===== config.mk =====
export PLATFORM = sky130hd
export DESIGN_NAME = mem_seq_flat
export DESIGN_NICKNAME = d
export VERILOG_FILES = /design/src/rtl/mem_seq_if.sv /design/src/rtl/mem_seq.sv /design/src/flat_wrapper.sv
export SDC_FILE = /design/constraint.sdc
export NUM_CORES = 1
export LEC_CHECK = 0
export CAP_MARGIN = 30
export CORE_MARGIN = 3
export CORE_UTILIZATION = 47
export CTS_BUF_LIST = sky130_fd_sc_hd__clkbuf_8
export CTS_CLUSTER_SIZE = 25
export DETAILED_ROUTE_END_ITERATION = 10
export PLACE_DENSITY_LB_ADDON = 0.05
export SYNTH_ARGS = -nofsm -noshare
export SYNTH_HDL_FRONTEND = slang
export SYNTH_SLANG_ARGS = --single-unit

===== constraint.sdc =====
create_clock -name clk -period 2.58 [get_ports clk]
set_input_delay 0.516 -clock clk [delete_from_list [all_inputs] [get_ports clk]]
set_output_delay 0.516 -clock clk [all_outputs]
set_load 0.005 [all_outputs]

===== src/rtl/mem_seq_if.sv =====
// Bundle between the push-button front end and the SRAM memory stage.
// master = the sequencer, slave = whatever drives the buttons and consumes the strobes.
interface mem_seq_if #(
  parameter int ADDR_W = 3
);
  logic              btn_wr;
  logic              btn_rd;
  logic              btn_nxt;
  logic [7:0]        data_sw;
  logic              wr_enable;
  logic              rd_enable;
  logic [ADDR_W-1:0] addr;
  logic [7:0]        data_out;
  logic              busy;

  modport master (
    input  btn_wr, btn_rd, btn_nxt, data_sw,
    output wr_enable, rd_enable, addr, data_out, busy
  );

  modport slave (
    output btn_wr, btn_rd, btn_nxt, data_sw,
    input  wr_enable, rd_enable, addr, data_out, busy
  );
endinterface


===== src/rtl/mem_seq.sv =====
// SRAM command sequencer: debounces three buttons and turns each accepted press
// into one correctly timed active-low read or write strobe.
module mem_seq #(
  parameter int DEBOUNCE_CYCLES = 500000,
  parameter int STROBE_CYCLES   = 4,
  parameter int ADDR_W          = 3
) (
  input  logic      clk,
  input  logic      rst_n,
  mem_seq_if.master bus
);

  typedef enum logic [1:0] {IDLE, SETUP, STROBE, HOLD} state_t;

  localparam int DW = (DEBOUNCE_CYCLES > 1) ? $clog2(DEBOUNCE_CYCLES) : 1;
  localparam int SW = (STROBE_CYCLES > 1) ? $clog2(STROBE_CYCLES) : 1;

  logic [2:0]        btn_raw;
  logic [2:0]        sync1_q, sync2_q, level_q, level_prev_q;
  logic [DW-1:0]     db_cnt_q [3];
  logic [2:0]        ev;

  state_t            state_q, state_d;
  logic [SW-1:0]     cnt_q, cnt_d;
  logic              op_wr_q, op_wr_d;
  logic [ADDR_W-1:0] addr_q, addr_d;
  logic [7:0]        data_q, data_d;
  logic              wr_en_q, wr_en_d;
  logic              rd_en_q, rd_en_d;
  logic              busy_q, busy_d;

  assign btn_raw = {bus.btn_nxt, bus.btn_rd, bus.btn_wr};

  // Level only flips after an unbroken run of mismatching samples; any agreeing cycle restarts the run.
  always_ff @(posedge clk) begin
    if (!rst_n) begin
      sync1_q      <= '0;
      sync2_q      <= '0;
      level_q      <= '0;
      level_prev_q <= '0;
      for (int i = 0; i < 3; i++) db_cnt_q[i] <= '0;
    end else begin
      sync1_q      <= btn_raw;
      sync2_q      <= sync1_q;
      level_prev_q <= level_q;
      for (int i = 0; i < 3; i++) begin
        if (sync2_q[i] != level_q[i]) begin
          if (db_cnt_q[i] == DW'(DEBOUNCE_CYCLES - 1)) begin
            level_q[i]  <= sync2_q[i];
            db_cnt_q[i] <= '0;
          end else begin
            db_cnt_q[i] <= db_cnt_q[i] + DW'(1);
          end
        end else begin
          db_cnt_q[i] <= '0;
        end
      end
    end
  end

  assign ev = level_q & ~level_prev_q;

  always_ff @(posedge clk) begin
    if (!rst_n) begin
      state_q <= IDLE;
      cnt_q   <= '0;
      op_wr_q <= 1'b0;
      addr_q  <= '0;
      data_q  <= '0;
      wr_en_q <= 1'b1;
      rd_en_q <= 1'b1;
      busy_q  <= 1'b0;
    end else begin
      state_q <= state_d;
      cnt_q   <= cnt_d;
      op_wr_q <= op_wr_d;
      addr_q  <= addr_d;
      data_q  <= data_d;
      wr_en_q <= wr_en_d;
      rd_en_q <= rd_en_d;
      busy_q  <= busy_d;
    end
  end

  // Strobes and busy are derived from the next state so the registered outputs line up with it.
  always_comb begin
    state_d = state_q;
    cnt_d   = cnt_q;
    op_wr_d = op_wr_q;
    addr_d  = addr_q;
    data_d  = data_q;
    case (state_q)
      IDLE: begin
        if (ev[0]) begin
          data_d  = bus.data_sw;
          op_wr_d = 1'b1;
          state_d = SETUP;
        end else if (ev[1]) begin
          op_wr_d = 1'b0;
          state_d = SETUP;
        end else if (ev[2]) begin
          addr_d = addr_q + ADDR_W'(1);
        end
      end
      SETUP: begin
        cnt_d   = SW'(STROBE_CYCLES - 1);
        state_d = STROBE;
      end
      STROBE: begin
        if (cnt_q == '0) state_d = HOLD;
        else             cnt_d   = cnt_q - SW'(1);
      end
      HOLD: begin
        if (op_wr_q) addr_d = addr_q + ADDR_W'(1);
        state_d = IDLE;
      end
      default: state_d = IDLE;
    endcase
    busy_d  = (state_d != IDLE);
    wr_en_d = !((state_d == STROBE) && op_wr_d);
    rd_en_d = !((state_d == STROBE) && !op_wr_d);
  end

  assign bus.wr_enable = wr_en_q;
  assign bus.rd_enable = rd_en_q;
  assign bus.addr      = addr_q;
  assign bus.data_out  = data_q;
  assign bus.busy      = busy_q;

endmodule


===== src/flat_wrapper.sv =====
// flat-port wrapper written by rule: the top's interface ports become plain ports
module mem_seq_flat 
#(
  parameter int DEBOUNCE_CYCLES = 500000,
  parameter int STROBE_CYCLES   = 4,
  parameter int ADDR_W          = 3
)
  (clk, rst_n, bus_btn_wr, bus_btn_rd, bus_btn_nxt, bus_data_sw, bus_wr_enable, bus_rd_enable, bus_addr, bus_data_out, bus_busy);
  mem_seq_if #(.ADDR_W(ADDR_W)) bus_i ();
  input  logic clk;
  input  logic rst_n;
  input wire logic [$bits(bus_i.btn_wr)-1:0] bus_btn_wr;
  input wire logic [$bits(bus_i.btn_rd)-1:0] bus_btn_rd;
  input wire logic [$bits(bus_i.btn_nxt)-1:0] bus_btn_nxt;
  input wire logic [$bits(bus_i.data_sw)-1:0] bus_data_sw;
  output wire logic [$bits(bus_i.wr_enable)-1:0] bus_wr_enable;
  output wire logic [$bits(bus_i.rd_enable)-1:0] bus_rd_enable;
  output wire logic [$bits(bus_i.addr)-1:0] bus_addr;
  output wire logic [$bits(bus_i.data_out)-1:0] bus_data_out;
  output wire logic [$bits(bus_i.busy)-1:0] bus_busy;
  assign bus_i.btn_wr = bus_btn_wr;
  assign bus_i.btn_rd = bus_btn_rd;
  assign bus_i.btn_nxt = bus_btn_nxt;
  assign bus_i.data_sw = bus_data_sw;
  assign bus_wr_enable = bus_i.wr_enable;
  assign bus_rd_enable = bus_i.rd_enable;
  assign bus_addr = bus_i.addr;
  assign bus_data_out = bus_i.data_out;
  assign bus_busy = bus_i.busy;
  mem_seq #(.DEBOUNCE_CYCLES(DEBOUNCE_CYCLES), .STROBE_CYCLES(STROBE_CYCLES), .ADDR_W(ADDR_W)) u_core (.clk(clk), .rst_n(rst_n), .bus(bus_i));
endmodule

Word-level counts from Yosys, hierarchy flattened --
Memories as Yosys holds them, arrays and structs flattened. Index checks and enable logic that the tools add are counted. W data, S select, Z words.
Operators by class: reduce and logical (&&, ||, !) cells 16, bitwise operators 11, eq/ne operators 15, add/subtract/negate cells 5, muxes and demuxes 57
Operators by type and width (number):
- $mux W19 | 9
- $add A19 B1 Y19 const B | 3
- $eq A19 B19 Y1 const B | 3
- $mux W1 | 37
- $mux W3 | 4
- $reduce_and A2 Y1 | 5
- $or A1 B1 Y1 | 9
- $mux W2 | 4
- $pmux W2 S4 | 1
- $eq A2 B2 Y1 const B | 3
- $ne A2 B2 Y1 const B | 3
- $pmux W3 S2 | 1
- $reduce_bool A2 Y1 | 3
- $reduce_and A5 Y1 | 1
- $logic_not A2 Y1 | 2
- $ne A2 B1 Y1 const B | 2
- $pmux W2 S2 | 1
- $add A3 B1 Y3 const B | 1
- $and A3 B3 Y3 | 1
- $logic_not A1 Y1 | 3
- $ne A1 B1 Y1 | 3
- $not A3 Y3 | 1
- $eq A2 B1 Y1 const B | 1
- $logic_and A1 B1 Y1 | 2
- $sub A2 B1 Y2 const B | 1
Storage, ports and cells: memories kept 1, RAM bits 57, output and inout bits 14, register bits after elaboration 31
Memories:
- u_core.db_cnt_q | depth 3, bits a word 19, read ports 3, clocked after Yosys merged registers in 0, wr ports 3, RTL line mem_seq.sv:20 | logic [DW-1:0] db_cnt_q [3];

Longest topological paths before layout --
Gate-level depths: netlist (run 1).
depth in word-level cells 8, gate-level depth with buffers 6, gate-level depth less buffers 6

Worst setup path before layout (run 1) --
No wires, ideal clock.
kind register to register, start memory u_core.db_cnt_q[0][12] (netlist name), end memory u_core.db_cnt_q[0][10] (netlist name) (data pin), cell stages (with the launch flop) 6, path slack 0.798 ns, clock period less this slack 1.782 ns, required time 2.323 ns, buffers on the path 1, arrival 1.525 ns, cell sequence edfxtp_1 > nor4b_1 > nand4_1 > o21ai_1 > buf_2 > nor2_1
RTL lines (RTL line):
- start, declared | mem_seq.sv:20

==> results.md, run 1 <==
- Crit Path Max Fanout: 16
- DR vias: 3166
- Max-slew violation count: 0
- CTS tree: built
- Max frequency: 485.6 MHz
- Mapped Avg Cell Area: 10.13 um2
- Count leader, synth: edfxtp_1
- Core Box Area: 0.008891 mm2
- Clk sink count: 88
- Yosys Warn Count: 0
- Reg clk slew, reported paths: 90 ps
- Worst IR drop on VDD: 282.3 uV
- Count of buffers from port buffering: 26
- Pwr per Cell Area: 577.3 mW/mm2
- Combinational power share: 0.124
- Largest net degree at the start of global routing: 19
- Die Span Y: 102.6 um
- Net Sw Frac: 0.2573
- Root Driver: clkbuf_8
- Clock skew: 7.806 ps
- Async SR Flop Fraction: 0
- Register area share after synthesis: 0.5315
- Final worst slack: 520.8 ps
- RSZ-0062 raised after global routing: no
- Final hold violations: 0
- Yosys top cell by area: edfxtp_1
- Synthesized cell area: 0.004388 mm2
- Synth top area cells: edfxtp_1, dfxtp_1, xnor2_1, nor2_1, nand2_1
- H-tree levels: 3
- Final GP Congestion: 0.8366
- Fin util: 0.5843
- Total of max-cap violations: 0
- Part of the power in registers: 0.557
- Hold path startpoint: u_core.sync1_q[1]$_SDFF_PN0_
- Initial core utilization: 0.4935
- Outcome: complete, no violations
- Max incr delay on CP: 570 ps
- P_int: 0.002227 W
- Setup-failing EPs final: 0
- LEAKAGE: 1.852 nW
- Slew @ Worst Pin: 641.0 ps
- Die X: 102.6 um
- WS Path Type: flip-flop to flip-flop
- Crit path time final: 2059 ps
- Yosys reg bits: 88
- Gate Count Post-Synth: 433
- PostCTS Resize Cnt: 0
- Worst EP arrival: 2150 ps
- Ant diodes: 0
- RR Startpoint: u_core.db_cnt_q[2][6]$_SDFFCE_PP0P_
- Row cnt: 34
- Area share of the largest cell type after synthesis: 0.3901
- Critical-path cell list: nor4b_1 > nand4b_1 > o21bai_2 > nor2_1
- CP max-delay cell: o21bai_2
- Area grow syn2layout: 18.39%
- DR WL/cell: 12.29 um
- Post-Place Worst Slack: 462.0 ps
- Remaining DRCs: 0
- Ys flop type: edfxtp_1
- Clk pwr share: 0.319
- ANT nets after route: 0
- Post-synth top cells: edfxtp_1, nor2_1, nand2_1
- Die footprint: 0.01053 mm2
- Synth cell types: 48
- TNS Setup: 0 ps
- Via density per instance: 4.978
- Layout cells sized above 1: 0.07008
- I/O pin total: 27
- Post-CTS setup buffer count: 0
- Initial antenna violation count: 0
- First DRT Iteration DRCs: 75
- Post-synth EDFFs: 57
- CTS Buf Count: 9
- Clk_lat worst skew: 360 ps
- Pre-Repair DR Iteration Count: 4
- Worst Setup End Kind: flip-flop
- Worst Path Required: 2670 ps
- Start point of the critical path: u_core.db_cnt_q[2][6]$_SDFFCE_PP0P_
- GRT Residual Overflow: 0
- Final net count: 545
- First-pass GRT wire length: 13610 um
- Max_slew headroom: 0.5724
- Clk buf depth: 2
- Worst min-delay path category: flip-flop to flip-flop
- CP Launch Type: flip-flop
- Vias in the first global route: 3048
- Final HPWL DP: 5745 um
- GRT Total Usage: 0.1625
- Switching Power: 0.0007716 W
- Final wirelength: 7817 um
- Period utilisation layout: 0.7981
- Hold_buf cts: 0
## power groups by stage
stage / Clock, W / Combinational (W) / Sequential [W]
detailed placement: 0 / 0.000374 / 0.00170
global route: 0.00106 / 0.000433 / 0.00168
CTS: 0.000999 / 0.000377 / 0.00167
finish: 0.000956 / 0.000373 / 0.00167
floorplan: 0 / 0.000258 / 0.00168
global placement: 0 / 0.000367 / 0.00170
## final cells by class
cell class / instances / area, um2
clock inverter: 7 / 70.07
timing repair buffer: 32 / 305.3
multi-input combinational: 372 / 2153
fill: 815 / 3696
tap: 108 / 135.1
sequential: 88 / 2332
inverter: 20 / 75.07
clock buffer: 9 / 123.9
## sequential cells by signal (all words and copies together), names as in the netlist
register / count
u_core.db_cnt_q: 57
u_core.bus.data_out: 8
u_core.bus.addr: 3
u_core.level_prev_q: 3
u_core.level_q: 3
u_core.sync1_q: 3
u_core.sync2_q: 3
u_core.cnt_q: 2
u_core.state_q: 2
u_core.bus.busy: 1
u_core.bus.rd_enable: 1
u_core.bus.wr_enable: 1
u_core.op_wr_q: 1
## metal layers
layer | vias up | routed length, um | track usage
met5 | - | 0 | 0
met4 | 0 | 80 | 0.07265
met3 | 8 | 280 | 0.02436
met2 | 50 | 3669 | 0.2637
met1 | 1444 | 3786 | 0.2161
li1 | 1664 | - | -
## through the flow
step	cell area, um2	cells	hold slack, ps	total power (W)
after floorplan	4598	489	411.9	0.001942
after global placement	5001	620	422.2	0.002063
after detailed placement	5001	620	426.6	0.002076
after CTS	5195	636	447.4	0.003046
after global routing	5195	636	473.7	0.003176
final	5195	636	448.2	0.002999
## critical path, delay by kind of cell (launching register included)
kind | cells | cell delay (ps)
simple gates | 3 | 720
compound gates | 1 | 570
flops | 1 | 510
## layout by cell type, fill, tap and decap left out, drive strengths merged, types with 3 or more instances in the layout
cell,count
edfxtp,57
nor4b,5
or4,4
conb,57
or2,6
nand2,43
xor2,12
or3,7
clkdlybuf4s50,26
o31ai,5
nand2b,5
a21oi,20
nand3,22
nor2,56
buf,6
xnor2,32
ha,9
clkinv,4
nor4,15
nor3,11
clkbuf,9
and2,12
o21ai,11
inv,22
nand4,16
dfxtp,31
and3,3
## worst paths after layout
check	end	slack, ps	cells past startpoint
max	u_core.db_cnt_q[2][7]$_SDFFCE_PP0P_	520	4
min	u_core.sync2_q[1]$_SDFF_PN0_	450	1
max reg2reg	u_core.db_cnt_q[2][7]$_SDFFCE_PP0P_	520	4
min reg2reg	u_core.sync2_q[1]$_SDFF_PN0_	450	1
## cell families (layout without fill, tap and decap cells)
logic type                 after synthesis  count (layout)  synth area share
and+or+nand+nor                        214             214            0.2589
adders and majority gates                9               9           0.02566
AOI/OAI and AO/OA                       46              46           0.06501
buffers and inverters                   29              68           0.02566
xor gates and xnor gates                44              44           0.08782
muxes                                    2               2          0.004562
other                                    1              57         0.0008546
DFF                                     88              88            0.5315
(Power assumes the default switching activity.)
==> run 2: changes to the inputs <==
- clock period: 2.58 -> 2.1 ns (I/O delays scaled with it)
==> results.md, run 2 (synthesized netlist as in run 1, its figures left out) <==
- Final GP Congestion: 0.7928
- H-tree levels: 3
- Post-CTS setup buffer count: 0
- Vias in the first global route: 3032
- DR WL/cell: 11.99 um
- Max frequency: 529.7 MHz
- Max reg flops: 57
- Clk_lat worst skew: 350 ps
- Crit path time final: 1888 ps
- PostCTS Resize Cnt: 0
- Count of buffers from port buffering: 26
- Min Hold Slack: 440.4 ps
- LEAKAGE: 1.910 nW
- Via density per instance: 4.971
- Root Driver: clkbuf_8
- Ant diodes: 0
- Core Box Area: 0.008891 mm2
- Die X: 102.6 um
- Most flop-heavy register: u_core.db_cnt_q
- Remaining DRCs: 0
- Worst Setup End Kind: flip-flop
- First-pass GRT wire length: 13400 um
- Clk buf depth: 2
- Worst EP arrival: 1990 ps
- Reg clk slew, reported paths: 90 ps
- Clock skew: 12.81 ps
- Worst Path Required: 2210 ps
- Largest net degree at the start of global routing: 17
- Pre-Repair DR Iteration Count: 4
- Pwr per Cell Area: 707.5 mW/mm2
- Hold_buf cts: 0
- Die Span Y: 102.6 um
- Worst Hold End: u_core.sync2_q[0]$_SDFF_PN0_
- R2r endpoint: u_core.db_cnt_q[2][9]$_SDFFCE_PP0P_
- Final hold violations: 0
- Hold path startpoint: u_core.sync1_q[0]$_SDFF_PN0_
- Row cnt: 34
- RSZ-0062 raised after global routing: no
- Max-slew violation count: 0
- Clk sink count: 88
- Layout cells sized above 1: 0.08566
- GRT Residual Overflow: 0
- CTS Buf Count: 9
- Initial antenna violation count: 0
- Outcome: complete, no violations
- DR vias: 3206
- Crit Path Max Fanout: 16
- GRT Total Usage: 0.1581
- Worst Reg-to-Reg Cells: 5
- ANT nets after route: 0
- R2R setup slack: 210 ps
- Initial core utilization: 0.4935
- Area grow syn2layout: 20.25%
- Most frequent cells in the layout: edfxtp_1, conb_1, nor2_1
- Final net count: 554
- Fin util: 0.5934
- WS Path Type: flip-flop to flip-flop
- Total of max-cap violations: 0
- RR Startpoint: u_core.db_cnt_q[2][10]$_SDFFCE_PP0P_
- I/O pin total: 27
- CP Launch Type: flip-flop
- Final HPWL DP: 5668 um
- Worst IR drop on VDD: 381.1 uV
- TNS Setup: 0 ps
- First DRT Iteration DRCs: 70
- CTS tree: built
- Final wirelength: 7734 um
- Die footprint: 0.01053 mm2
- Period utilisation layout: 0.8989
- Worst min-delay path category: flip-flop to flip-flop
- Setup-failing EPs final: 0
- Worst hold path depth: 1
[run 2: worst max-delay path by stage]
| stage | from | endpoint | slack (ps) | depth (start not counted) |
|---|---|---|---|---|
| detailed placement | u_core.db_cnt_q[2][0]$_SDFFCE_PP0P_ | u_core.db_cnt_q[2][18]$_SDFFCE_PP0P_ | 160 | 5 |
| CTS | u_core.db_cnt_q[2][0]$_SDFFCE_PP0P_ | u_core.db_cnt_q[2][18]$_SDFFCE_PP0P_ | 130 | 5 |
| floorplan | u_core.db_cnt_q[0][12]$_SDFFCE_PP0P_ | u_core.db_cnt_q[0][10]$_SDFFCE_PP0P_ | 320 | 5 |
| global placement | rst_n | u_core.db_cnt_q[2][13]$_SDFFCE_PP0P_ | 260 | 5 |
| finish | u_core.db_cnt_q[2][10]$_SDFFCE_PP0P_ | u_core.db_cnt_q[2][9]$_SDFFCE_PP0P_ | 210 | 5 |
| global route | u_core.db_cnt_q[2][0]$_SDFFCE_PP0P_ | u_core.db_cnt_q[2][18]$_SDFFCE_PP0P_ | 30 | 5 |
[run 2: critical path, stage by stage (launching register included)]
cell and delay (ps):
edfxtp_1 470, nor4b_1 420, nand4b_1 270, o21bai_2 170
buf_4 230, nor2_1 80
[run 2: area by class of cell]
| cell class | instances | area [um2] |
|---|---|---|
| clock buffers | 9 | 123.9 |
| well taps | 108 | 135.1 |
| inverters | 20 | 75.07 |
| fillers | 777 | 3615 |
| repair buffers | 41 | 372.9 |
| multi-input cells | 372 | 2162 |
| clock inverters | 7 | 75.07 |
| flip-flops and latches | 88 | 2332 |
[run 2: metrics by stage]
step	total power [W]	setup WS, ps	instance area [um2]	cells
2_1_floorplan	0.002386	318.5	4598	489
3_3_place_gp	0.002539	256.8	5069	629
3_5_place_dp	0.002563	157.9	5069	629
4_1_cts	0.003782	134.7	5268	645
5_1_grt	0.003935	34.23	5276	645
6_report	0.003733	212.3	5276	645
[run 2: power breakdown]
group / leakage (nW) / switching, W / total (W) / internal [W]
Sequential: 0.840 / 0.0000994 / 0.00205 / 0.00195
Clock: 0.105 / 0.000648 / 0.00121 / 0.000564
Combinational: 0.964 / 0.000232 / 0.000470 / 0.000238
[run 2: per-layer routing]
layer	share of wire	global-route usage
met4	0.015	0.05752
met5	0	0
met2	0.44	0.2527
met3	0.044	0.02842
met1	0.50	0.2159
